===== src/rtl/regfile_arbiter.sv =====
// Round-robin arbiter sharing the config regfile between port A and port B; req at edge N gives ack in cycle N+2.
// One transaction in flight; the losing port waits with req held until the next IDLE. `RF_ADDR_CHECK_EN enables the range check.
module regfile_arbiter #(
  parameter int NUMREGS = 16
) (
  input  logic       i_clk,
  input  logic       i_reset,
  input  logic       i_a_req,
  input  logic       i_a_we,
  input  logic [7:0] i_a_addr,
  input  logic [7:0] i_a_wdata,
  input  logic       i_b_req,
  input  logic       i_b_we,
  input  logic [7:0] i_b_addr,
  input  logic [7:0] i_b_wdata,
  output logic       o_a_ack,
  output logic [7:0] o_a_rdata,
  output logic       o_a_err,
  output logic       o_b_ack,
  output logic [7:0] o_b_rdata,
  output logic       o_b_err,
  output logic       o_rf_write,
  output logic       o_rf_read,
  output logic [7:0] o_rf_write_addr,
  output logic [7:0] o_rf_write_data,
  output logic [7:0] o_rf_read_addr,
  input  logic [7:0] i_rf_read_data,
  output logic       o_busy
);

  localparam logic [1:0] S_IDLE  = 2'd0;
  localparam logic [1:0] S_ISSUE = 2'd1;
  localparam logic [1:0] S_ACK   = 2'd2;

  logic [1:0] r_state;
  logic       r_last_b;
  logic       r_gnt_b;
  logic       r_we;
  logic       r_bad;
  logic       r_a_ack;
  logic       r_b_ack;
  logic       r_rf_write;
  logic       r_rf_read;
  logic [7:0] r_rf_write_addr;
  logic [7:0] r_rf_write_data;
  logic [7:0] r_rf_read_addr;
  logic       r_busy;

  logic       w_any_req;
  logic       w_pick_b;
  logic       w_sel_we;
  logic [7:0] w_sel_addr;
  logic [7:0] w_sel_wdata;
  logic       w_addr_oob;
  logic       w_sel_bad;

  // Under contention the port that did not win last time is granted.
  assign w_any_req   = i_a_req | i_b_req;
  assign w_pick_b    = i_b_req & (~i_a_req | ~r_last_b);
  assign w_sel_we    = w_pick_b ? i_b_we    : i_a_we;
  assign w_sel_addr  = w_pick_b ? i_b_addr  : i_a_addr;
  assign w_sel_wdata = w_pick_b ? i_b_wdata : i_a_wdata;
  assign w_addr_oob  = (32'(w_sel_addr) >= 32'(NUMREGS));

`ifdef RF_ADDR_CHECK_EN
  logic r_a_err;
  logic r_b_err;

  assign w_sel_bad = w_addr_oob;
  assign o_a_err   = r_a_err;
  assign o_b_err   = r_b_err;

  always_ff @(posedge i_clk) begin
    if (i_reset) begin
      r_a_err <= 1'b0;
      r_b_err <= 1'b0;
    end else if (r_state == S_ISSUE) begin
      r_a_err <= ~r_gnt_b & r_bad;
      r_b_err <=  r_gnt_b & r_bad;
    end else begin
      r_a_err <= 1'b0;
      r_b_err <= 1'b0;
    end
  end
`else
  // Range check compiled out: every address is forwarded as-is.
  assign w_sel_bad = w_addr_oob & 1'b0;
  assign o_a_err   = 1'b0;
  assign o_b_err   = 1'b0;
`endif

  always_ff @(posedge i_clk) begin
    if (i_reset) begin
      r_state         <= S_IDLE;
      r_last_b        <= 1'b1;
      r_gnt_b         <= 1'b0;
      r_we            <= 1'b0;
      r_bad           <= 1'b0;
      r_a_ack         <= 1'b0;
      r_b_ack         <= 1'b0;
      r_rf_write      <= 1'b0;
      r_rf_read       <= 1'b0;
      r_rf_write_addr <= 8'd0;
      r_rf_write_data <= 8'd0;
      r_rf_read_addr  <= 8'd0;
      r_busy          <= 1'b0;
    end else begin
      case (r_state)
        S_IDLE: begin
          if (w_any_req) begin
            r_gnt_b  <= w_pick_b;
            r_last_b <= w_pick_b;
            r_we     <= w_sel_we;
            r_bad    <= w_sel_bad;
            r_busy   <= 1'b1;
            r_state  <= S_ISSUE;
            // Strobe and buses are registered here so they appear in the ISSUE cycle.
            if (!w_sel_bad) begin
              if (w_sel_we) begin
                r_rf_write      <= 1'b1;
                r_rf_write_addr <= w_sel_addr;
                r_rf_write_data <= w_sel_wdata;
              end else begin
                r_rf_read       <= 1'b1;
                r_rf_read_addr  <= w_sel_addr;
              end
            end
          end
        end
        S_ISSUE: begin
          r_rf_write <= 1'b0;
          r_rf_read  <= 1'b0;
          r_a_ack    <= ~r_gnt_b;
          r_b_ack    <=  r_gnt_b;
          r_state    <= S_ACK;
        end
        S_ACK: begin
          r_a_ack <= 1'b0;
          r_b_ack <= 1'b0;
          r_busy  <= 1'b0;
          r_state <= S_IDLE;
        end
        default: begin
          r_state <= S_IDLE;
        end
      endcase
    end
  end

  // The regfile's own output register supplies read data in the ack cycle; only the gating is added here.
  assign o_a_rdata = (r_a_ack && !r_we && !r_bad) ? i_rf_read_data : 8'd0;
  assign o_b_rdata = (r_b_ack && !r_we && !r_bad) ? i_rf_read_data : 8'd0;

  assign o_a_ack         = r_a_ack;
  assign o_b_ack         = r_b_ack;
  assign o_rf_write      = r_rf_write;
  assign o_rf_read       = r_rf_read;
  assign o_rf_write_addr = r_rf_write_addr;
  assign o_rf_write_data = r_rf_write_data;
  assign o_rf_read_addr  = r_rf_read_addr;
  assign o_busy          = r_busy;

endmodule


===== config.mk =====
export PLATFORM = sky130hd
export DESIGN_NAME = regfile_arbiter
export DESIGN_NICKNAME = d
export VERILOG_FILES = /design/src/rtl/regfile_arbiter.sv
export SDC_FILE = /design/constraint.sdc
export NUM_CORES = 1
export LEC_CHECK = 0
export CAP_MARGIN = 5
export CORE_MARGIN = 3
export CORE_UTILIZATION = 42
export DETAILED_ROUTE_END_ITERATION = 6
export PLACE_DENSITY = 0.95
export SETUP_SLACK_MARGIN = 0.05
export SLEW_MARGIN = 15
export SYNTH_ARGS = -nofsm -noshare
export SYNTH_HDL_FRONTEND = slang
export SYNTH_SLANG_ARGS = --single-unit

===== constraint.sdc =====
create_clock -name i_clk -period 2.6 [get_ports i_clk]
set_input_delay 0.52 -clock i_clk [delete_from_list [all_inputs] [get_ports i_clk]]
set_output_delay 0.52 -clock i_clk [all_outputs]
set_load 0.02 [all_outputs]

---- Word-level counts from Yosys, hierarchy flattened ----
Cells that the tools add are included.
operators by class
  reduce and logical (&&, ||, !) cells .... 13
  bitwise operators ....................... 7
  equal/unequal tests ..................... 5
  mux-type cells .......................... 17
operators by type and width
  cell                                           number
  two-way mux 8 bit                              4
  AND reduction 3 bit                            4
  case mux 1 bit (2 select lines)                5
  two-way mux 1 bit                              6
  != test 2 bit, second input constant           3
  nonzero test 2 bit                             3
  inverter 1 bit                                 4
  case mux 2 bit (2 select lines)                1
  AND reduction 2 bit                            2
  == test 2 x 1 -> 1 bit, second input constant  1
  == test 2 bit, second input constant           1
  logical AND 1 bit                              2
  logical NOT 2 bit                              1
  two-way mux 2 bit                              1
  OR 1 bit                                       2
  AND 1 bit                                      1
  logical NOT 1 bit                              1
word-level totals
  bits of input ports ..................... 46
  register bits after elaboration ......... 34
  output and inout port bits .............. 47
  word-level logic and storage cells ...... 54

---- Depth between registers and ports, before layout ----
Gate-level depths: netlist (run 1).
  depth in word-level cells ............... 7
  mapped depth ............................ 7
  gate-level depth less buffers ........... 6

---- Worst setup path after synthesis (run 1) ----
OpenSTA, ideal clock, no wires.
  path kind ............................... in2reg
  from .................................... input port i_b_req
  to ...................................... register r_rf_write_data[0], in the netlist o_rf_write_data[0]
  stages on the path ...................... 7
  arrival ................................. 1554 ps
  path slack .............................. 966 ps
  required time ........................... 2520 ps
  buffers on the path ..................... 3
  library setup time ...................... 80 ps
  path through ............................ a21boi_2 > a32o_1 > buf_6 > and2_4 > buf_6 > buf_6 > a211oi_2
on the way
  cells in the longest elaborated chain, start to end .. 3
  elaborated cells on any way between the ends .. 5
  classes of those cells .................. mux: 2; bitwise: 2; reduce/logical: 1
RTL lines
  what                           line  source
  from (decl)                    12    input logic i_b_req,
  AND 1 bit                      59    assign w_pick_b = i_b_req & (~i_a_req | ~r_last_b);
  two-way mux 1 bit              60    assign w_sel_we = w_pick_b ? i_b_we : i_a_we;
  AND reduction 3 bit (no line)  --
  to (signal assigned)           122   r_rf_write_data <= w_sel_wdata;
  to (decl)                      45    logic [7:0] r_rf_write_data;
Parallel ways exist; a longest one is shown, timed or not.
A chain may end at the register's enable or synchronous reset.

---- Final worst setup path (run 1) ----
  from .................................... register r_a_ack, in the netlist o_a_ack
  to ...................................... output port o_a_rdata[0]
on the way
  cells in the longest elaborated chain, start to end .. 2
RTL lines
  what                    line  source
  from (decl)             40    logic r_a_ack;
  from (signal assigned)  133   r_a_ack <= ~r_gnt_b;
  logical AND 1 bit       151   assign o_a_rdata = (r_a_ack && !r_we && !r_bad) ? i_rf_read_data : 8'd0;
  two-way mux 8 bit       151
  to (decl)               17    output logic [7:0] o_a_rdata,
Every way passes these cells.

==> results_dict.tcl, run 1 <==
set metrics [dict create \
    min_path_type "register to register" \
    die_w_um 70.2 \
    synth.distinct_cells 31 \
    final_cells 318 \
    grt_max_degree 35 \
    reg2regPathDepth 6 \
    vias 1683 \
    crit_path_max_incr_delay_ns 0.61 \
    rsz0062_at_grt "false" \
    cts_root_buf "clkbuf_8" \
    placementRows 22 \
    setup_viol 0 \
    synth_ff_type "dfxtp_1" \
    holdPathStages 2 \
    hpwl_um 3600 \
    cp_num_cells 3 \
    cts_buffers 5 \
    pin_count 93 \
    drive_above_1_share 0.0926 \
    synth_cells 184 \
    endpoint_kind "output pin" \
    r2r_end "o_rf_write" \
    grt_pass1_vias 1568 \
    slew_viol_final 0 \
    crit_type "register to output pin" \
    max_slew_margin 0.584 \
    synth_edf_count 0 \
    fin_skew_ns 0.00519 \
    critPathLaunchType "register" \
    r2r-start "r_state[1]" \
    drc 0 \
    yosysMostFrequentCell "dfxtp_1" \
    drt_first_pass_iters 4 \
    leakage_uw 0.00101 \
    routed_wirelength_um 4770 \
    dr.first_iter.drc_count 56 \
    antenna_cells 0 \
    die_h_um 70.2 \
    io_buffer_count 90 \
    cp_data_arrival_time_ns 1.83 \
    cp-endpoint "o_a_rdata[0]" \
    start_util 0.453 \
    synth.avg_cell_area_um2 9.41 \
    grt-ovfl-total 0 \
    fmax_ghz 0.425 \
    ir_worst_vdd_v 0.000380 \
    insertion_delay_ns 0.29 \
    fin_crit_sh 0.904 \
    mappedNetlistArea_um2 1730 \
    final_antenna_net_count 0 \
    postCtsSetupBuffers 0 \
    tightest_slew_ns 0.625 \
    cts.clk_slew.worst_paths_ns 0.07 \
    worst-path-buf-inv 1 \
    yosysTopAreaCellShare 0.393 \
    gp_congestion 0.731 \
    regToRegSetupSlack_ns 0.75 \
    clockBufferDepth 2 \
    dp_cells 311 \
    yosys.area.top_type "dfxtp_1" \
    ys_seq_elements 34 \
    status "completed" \
    yosysWarnings 0 \
    vias_per_cell 5.29 \
    final_nets 320 \
    wl_per_cell_um 15.0 \
    hold_buffers 0 \
    p_per_area_nw_per_um2 605 \
    cts.sinks 34 \
    crit_chain "nor2b_1 -> and2_1 -> clkdlybuf4s50_1" \
    grt_use_total 0.193 \
    synthTopCellsByCount "dfxtp_1 (34), a21oi_1 (29), and2_1 (17), mux2i_1 (17), a211oi_1 (14)" \
    tns_ns 0 \
    startpoint "o_a_ack" \
    drv_cap 0 \
    antenna_found_initial 0 \
    syn_to_final_growth_pct 58.5 \
    core_area_um2 3830 \
    synth_area_leaders "dfxtp_1 (39%), mux2i_1 (9.8%), a21oi_1 (8.4%), a211oi_2 (7.2%), and2_1 (6.1%)" \
    synth-seq-area-share 0.393 \
    grt_pass1_wl_um 7580 \
    timing.final.crit_period_ns 2.35 \
    synthArstFlopShare 0 \
    required_ns 2.08 \
    cts_tree "yes" \
    cts_max_level 2 \
    slowest_stage "clkdlybuf4s50_1" \
    cp_top_family "buffers and inverters" \
    crit_fanout 8 \
    postCtsResizedCells 0 \
    hold_viol 0 \
    die_area_um2 4930 \
]
-- tightest hold or removal path, cell delays in order, from the launching register on --
cell and delay [ns]:
dfxtp_1 0.32, nand2b_1 0.07, a21oi_1 0.06
-- layer usage --
layer / vias up / wire length [um] / track usage / share of wire
met5: - / 0 / 0 / 0
met4: 0 / 81 / 0.0787 / 0.017
met3: 7 / 432 / 0.0676 / 0.091
met2: 75 / 2280 / 0.319 / 0.48
met1: 774 / 1980 / 0.228 / 0.41
li1: 827 / - / - / -
-- state kept, by name (all words and copies together) (netlist names) --
| register | count |
|---|---|
| r_we | 1 |
| o_rf_write_data | 8 |
| o_rf_read_addr | 8 |
| o_busy | 1 |
| o_a_ack | 1 |
| o_rf_write_addr | 8 |
| o_rf_read | 1 |
| r_gnt_b | 1 |
| r_last_b | 1 |
| r_state | 2 |
| o_rf_write | 1 |
| o_b_ack | 1 |
-- report_power, final --
group / internal [uW] / total (uW) / switching [uW] / leakage [uW]
sequential: 581 / 619 / 37.5 / 0.000281
combinational: 274 / 550 / 277 / 0.000667
clock: 306 / 493 / 186 / 0.0000573
total: 1160 / 1660 / 501 / 0.00101
-- through the flow --
step | power, uW | util | setup WS (ns) | cell area (um^2) | hold slack (ns)
detailed placement | 1180 | 0.688 | 0.293 | 2630 | 0.481
global placement | 1160 | 0.688 | 0.325 | 2630 | 0.465
floorplan | 940 | - | 0.966 | 1740 | 0.460
global route | 1740 | 0.717 | 0.120 | 2750 | 0.511
CTS | 1670 | 0.717 | 0.233 | 2750 | 0.494
finish | 1660 | 0.717 | 0.249 | 2750 | 0.493
-- cell families after synthesis --
| group | count (synthesis) | share of synthesized area |
|---|---|---|
| AOI/OAI and AO/OA | 63 | 0.265 |
| adders and majority gates | 4 | 0.0289 |
| buffers and inverters | 22 | 0.0715 |
| muxes | 17 | 0.0983 |
| and+or+nand+nor | 43 | 0.141 |
| other | 1 | 0.00217 |
| DFF | 34 | 0.393 |
-- how the worst min path moves through the flow --
stage / start / end / slack (ns)
2_1_floorplan: r_state[1] / r_state[1] / 0.46
3_3_place_gp: o_b_ack / o_b_ack / 0.46
3_5_place_dp: o_busy / o_busy / 0.48
4_1_cts: o_busy / o_busy / 0.49
5_1_grt: o_busy / o_busy / 0.51
6_report: o_busy / o_busy / 0.49
-- area by class of cell --
type | instances | area (um^2)
clock buffer | 6 | 82.6
tap | 48 | 60.1
timing repair buffer | 96 | 946
clock inverter | 1 | 30.0
fill | 292 | 1080
inverter | 4 | 15.0
sequential | 34 | 681
multi-input combinational | 129 | 931
-- cells in the final DEF, fill, tap and decap left out, types with 2 or more instances in the layout --
master           Yosys  routed
and2_1              17      17
nor2b_1              4       4
a211oi_1            14      14
a21oi_1             29      29
dfxtp_1             34      34
ha_1                 4       4
a32o_1               2       2
a211oi_2            10      10
clkdlybuf4s50_1      0      90
nor2_1               6       6
clkbuf_8             0       6
mux2i_1             17      17
inv_1                4       4
buf_4                4       6
nand2_1              5       5
conb_1               1       2
a31oi_1              2       2
nand2b_1             5       5
nand3b_1             2       2
Power figures use the tool's default switching activity.
==> run 2, diff against run 1 <==
- CORE_MARGIN: 3 -> 2
==> run 2 against run 1 <==
  * Sequential share of layout area down 0.22 points
  * Largest cell class unchanged
  * Fmax up 1.3%
  * Power up 0.15%
  * Combinational power up 1%
  * Die area down 5.6%
  * Clock skew up 0.0019 ns
  * Non-clock buffer count up 3
  * Critical path depth unchanged
  * Hold slack worse by 0.011 ns
  * Sequential power about the same
  * Highest routed layer unchanged
==> results_dict.tcl, run 2 (synthesized netlist as in run 1, its figures left out) <==
set metrics [dict create \
    insertion_delay_ns 0.29 \
    tightest_slew_ns 0.723 \
    core_area_um2 3970 \
    rsz0062_at_grt "false" \
    p_int_uw 1170 \
    grt_pass1_wl_um 7120 \
    grt_pass1_vias 1622 \
    final_antenna_net_count 0 \
    grt-ovfl-total 0 \
    antenna_cells 0 \
    critPathLaunchType "register" \
    combPwrFrac 0.335 \
    endpoint_kind "output pin" \
    fill_cells 320 \
    fin_crit_sh 0.892 \
    gp_congestion 0.760 \
    pin_count 93 \
    worst_slack_ns 0.280 \
    syn_to_final_growth_pct 60.0 \
    cts_tree "yes" \
    required_ns 2.08 \
    regToRegSetupSlack_ns 0.75 \
    die_area_um2 4650 \
    fin_skew_ns 0.00713 \
    leakage_uw 0.00102 \
    power_uw 1660 \
    ir_worst_vdd_v 0.000352 \
    dp_cells 316 \
    cts.clk_slew.worst_paths_ns 0.06 \
    drv_cap 0 \
    routed_wirelength_um 4700 \
    reg2regPathDepth 5 \
    cts_buffers 5 \
    postCtsResizedCells 0 \
    crit_fanout 8 \
    preCtsSetupSlack_ns 0.327 \
    vias 1696 \
    final_cells 323 \
    p_per_area_nw_per_um2 601 \
    placementRows 23 \
    die_h_um 68.2 \
    antenna_found_initial 0 \
    power.switching_uw 498 \
    status "completed" \
    clockBufferDepth 2 \
    dr.first_iter.drc_count 54 \
    slew_viol_final 0 \
    max_slew_margin 0.516 \
    seqPwrFrac 0.372 \
    crit_type "register to output pin" \
    timing.final.crit_period_ns 2.32 \
    hpwl_um 3680 \
    fin_util 0.698 \
    cp_data_arrival_time_ns 1.80 \
    final_nets 323 \
    io_buffer_count 90 \
    power_switching_share 0.299 \
    drt_first_pass_iters 4 \
    fmax_ghz 0.431 \
    vias_per_cell 5.25 \
    min_path_type "register to register" \
    grt_max_degree 21 \
    tns_ns 0 \
    cts_max_level 2 \
    final_common_cell "clkdlybuf4s50_1" \
    hold_buffers 0 \
    start_util 0.436 \
    clkPwrFrac 0.293 \
    wl_per_cell_um 14.6 \
    cts_root_buf "clkbuf_8" \
    drc 0 \
    setup_viol 0 \
    hold_viol 0 \
    cts.sinks 34 \
    drive_above_1_share 0.103 \
    postCtsSetupBuffers 0 \
    grt_use_total 0.209 \
    die_w_um 68.2 \
    final_cell_mix "clkdlybuf4s50_1 (90), dfxtp_1 (34), a21oi_1 (29), and2_1 (17), mux2i_1 (17)" \
    holdPathStages 2 \
]
==> run 2: layout make-up <==
cell class | instances | area (um^2) | share of cell area
Timing Repair Buffer | 99 | 968 | 0.350
Multi-Input combinational cell | 129 | 931 | 0.336
Clock buffer | 6 | 82.6 | 0.0298
Clock inverter | 1 | 30.0 | 0.0108
Inverter | 4 | 15.0 | 0.00542
Tap cell | 50 | 62.6 | 0.0226
Sequential cell | 34 | 681 | 0.246
==> run 2: worst max-delay path: stages, from the launching register on <==
cell and delay [ns]:
dfxtp_1 0.35, nor2b_1 0.38, and2_1 0.19, clkdlybuf4s50_1 0.60
==> run 2: metrics by stage <==
step                      cell area (um^2)  hold WS, ns
after global placement                2660        0.468
after global routing                  2770        0.514
after detailed placement              2660        0.477
after CTS                             2770        0.487
final                                 2770        0.482
after floorplan                       1740        0.460
==> run 2: final timing paths <==
path | end | start
min | o_b_ack | o_b_ack
max | o_a_rdata[3] | o_a_ack
max reg2reg | o_rf_read_addr[2] | r_state[0]
min reg2reg | o_b_ack | o_b_ack
==> run 2: metal layers <==
metal	global-route usage	vias up	wire (um)
li1	-	836	-
met1	0.217	775	1790
met2	0.376	79	2340
met3	0.0938	6	514
met4	0.0625	0	50
met5	0	-	0
==> run 2: power groups by stage <==
stage / clock, uW / combinational [uW] / sequential (uW)
finish: 488 / 557 / 620
CTS: 498 / 561 / 619
global placement: 0 / 543 / 628
global route: 519 / 600 / 626
floorplan: 0 / 254 / 686
detailed placement: 0 / 558 / 630
==> run 3, diff against run 2 <==
- CORE_ASPECT_RATIO: default -> 0.75
==> run 3 against run 2 <==
  * First-iteration DRC count grew 70%
  * Sequential cell count did not move
  * Via count rose by 0.29%
  * Core utilization decreased by 1.3 points
  * Critical path type unchanged
  * Largest power group unchanged
==> results_dict.tcl, run 3 (synthesized netlist as in run 1, its figures left out) <==
set metrics [dict create \
    grt_pass1_vias 1566 \
    drc 0 \
    min_to "o_b_ack" \
    placementRows 20 \
    timing.final.crit_period_ns 2.30 \
    min_path_type "register to register" \
    dr.first_iter.drc_count 92 \
    antenna_found_initial 0 \
    final_common_cell "clkdlybuf4s50_1" \
    reg2regPathDepth 5 \
    status "completed" \
    tns_ns 0 \
    p_per_area_nw_per_um2 574 \
    syn_to_final_growth_pct 58.2 \
    io_buffer_count 90 \
    hold_viol 0 \
    power_uw 1570 \
    slew_viol_final 0 \
    antenna_cells 0 \
    clockBufferDepth 2 \
    r2r_end "r_last_b" \
    die_h_um 59.6 \
    fin_skew_ns 0.00314 \
    cts_tree "yes" \
    critPathLaunchType "register" \
    pin_count 93 \
    ir_worst_vdd_v 0.000340 \
    grt-ovfl-total 0 \
    grt_pass1_wl_um 7370 \
    hp-start "o_b_ack" \
    multi_input_area_um2 931 \
    die_w_um 78.1 \
    hpwl_um 3490 \
    fill_cells 336 \
    rsz0062_at_grt "false" \
    routed_wirelength_um 4660 \
    fmax_ghz 0.434 \
    drt_first_pass_iters 4 \
    final_antenna_net_count 0 \
    postCtsSetupBuffers 0 \
    grt_max_degree 35 \
    core_area_um2 4000 \
    cts.clk_slew.worst_paths_ns 0.07 \
    crit_fanout 8 \
    drive_above_1_share 0.0956 \
    insertion_delay_ns 0.29 \
    cts_buffers 5 \
    final_nets 321 \
    max_slew_margin 0.654 \
    vias_per_cell 5.20 \
    endpoint_kind "output pin" \
    holdPathStages 2 \
    wl_per_cell_um 14.3 \
    vias 1701 \
    leakage_uw 0.00100 \
    setup_viol 0 \
    required_ns 2.08 \
    fin_crit_sh 0.885 \
    regToRegSetupSlack_ns 0.84 \
    crit_type "register to output pin" \
    final_cell_mix "clkdlybuf4s50_1 (90), dfxtp_1 (34), a21oi_1 (29), and2_1 (17), mux2i_1 (17)" \
    tightest_slew_ns 0.520 \
    cts_max_level 2 \
    cts.sinks 34 \
    grt_use_total 0.203 \
    r2r-start "r_state[0]" \
    drv_cap 0 \
    postCtsResizedCells 0 \
    cp_data_arrival_time_ns 1.78 \
    cts_root_buf "clkbuf_8" \
    start_util 0.433 \
    hold_buffers 0 \
    seqCellArea_um2 681 \
    die_area_um2 4660 \
    gp_congestion 0.817 \
]
[run 3: worst max path at each step]
stage                            startpoint                  to  slack [ns]  cells after the start
final                               o_b_ack        o_b_rdata[7]        0.30                      3
after floorplan                     i_b_req  o_rf_write_data[0]        0.97                      7
after detailed placement            i_b_req   o_rf_read_addr[6]        0.30                      5
after global placement    i_rf_read_data[1]        o_b_rdata[1]        0.39                      3
after CTS                           o_a_ack        o_a_rdata[6]        0.28                      3
after global routing                o_b_ack        o_b_rdata[6]        0.14                      3
[run 3: layout make-up]
cell class | count | share of cell area
timing repair buffer | 97 | 0.348
sequential | 34 | 0.248
clock inverter | 1 | 0.00183
inverter | 4 | 0.00548
tap | 55 | 0.0251
multi-input combinational | 129 | 0.340
clock buffer | 7 | 0.0315
[run 3: power breakdown]
part	switching, uW	internal, uW	total (uW)
Combinational	274	276	550
Clock	190	214	403
Sequential	38.9	581	620
[run 3: metal layers]
| metal | track usage | vias to the layer above | routed length [um] | part of all wire |
|---|---|---|---|---|
| met4 | 0.0451 | 0 | 29 | 0.0062 |
| met5 | 0 | - | 0 | 0 |
| met3 | 0.0716 | 6 | 420 | 0.090 |
| met2 | 0.346 | 70 | 2220 | 0.48 |
| li1 | - | 833 | - | - |
| met1 | 0.252 | 792 | 1990 | 0.43 |
[run 3: metrics by stage]
stage	cells	worst slack [ns]	hold WS (ns)	cell area, um^2	utilization
after floorplan	185	0.966	0.460	1740	-
after global placement	319	0.386	0.467	2650	0.662
after detailed placement	319	0.297	0.474	2650	0.662
after CTS	327	0.279	0.485	2740	0.684
after global routing	327	0.140	0.499	2740	0.684
final	327	0.298	0.485	2740	0.684
[run 3: critical path: stages, from the launching register on]
cell             delay [ns]
dfxtp_1                0.35
nor2b_1                0.36
and2_1                 0.19
clkdlybuf4s50_1        0.60
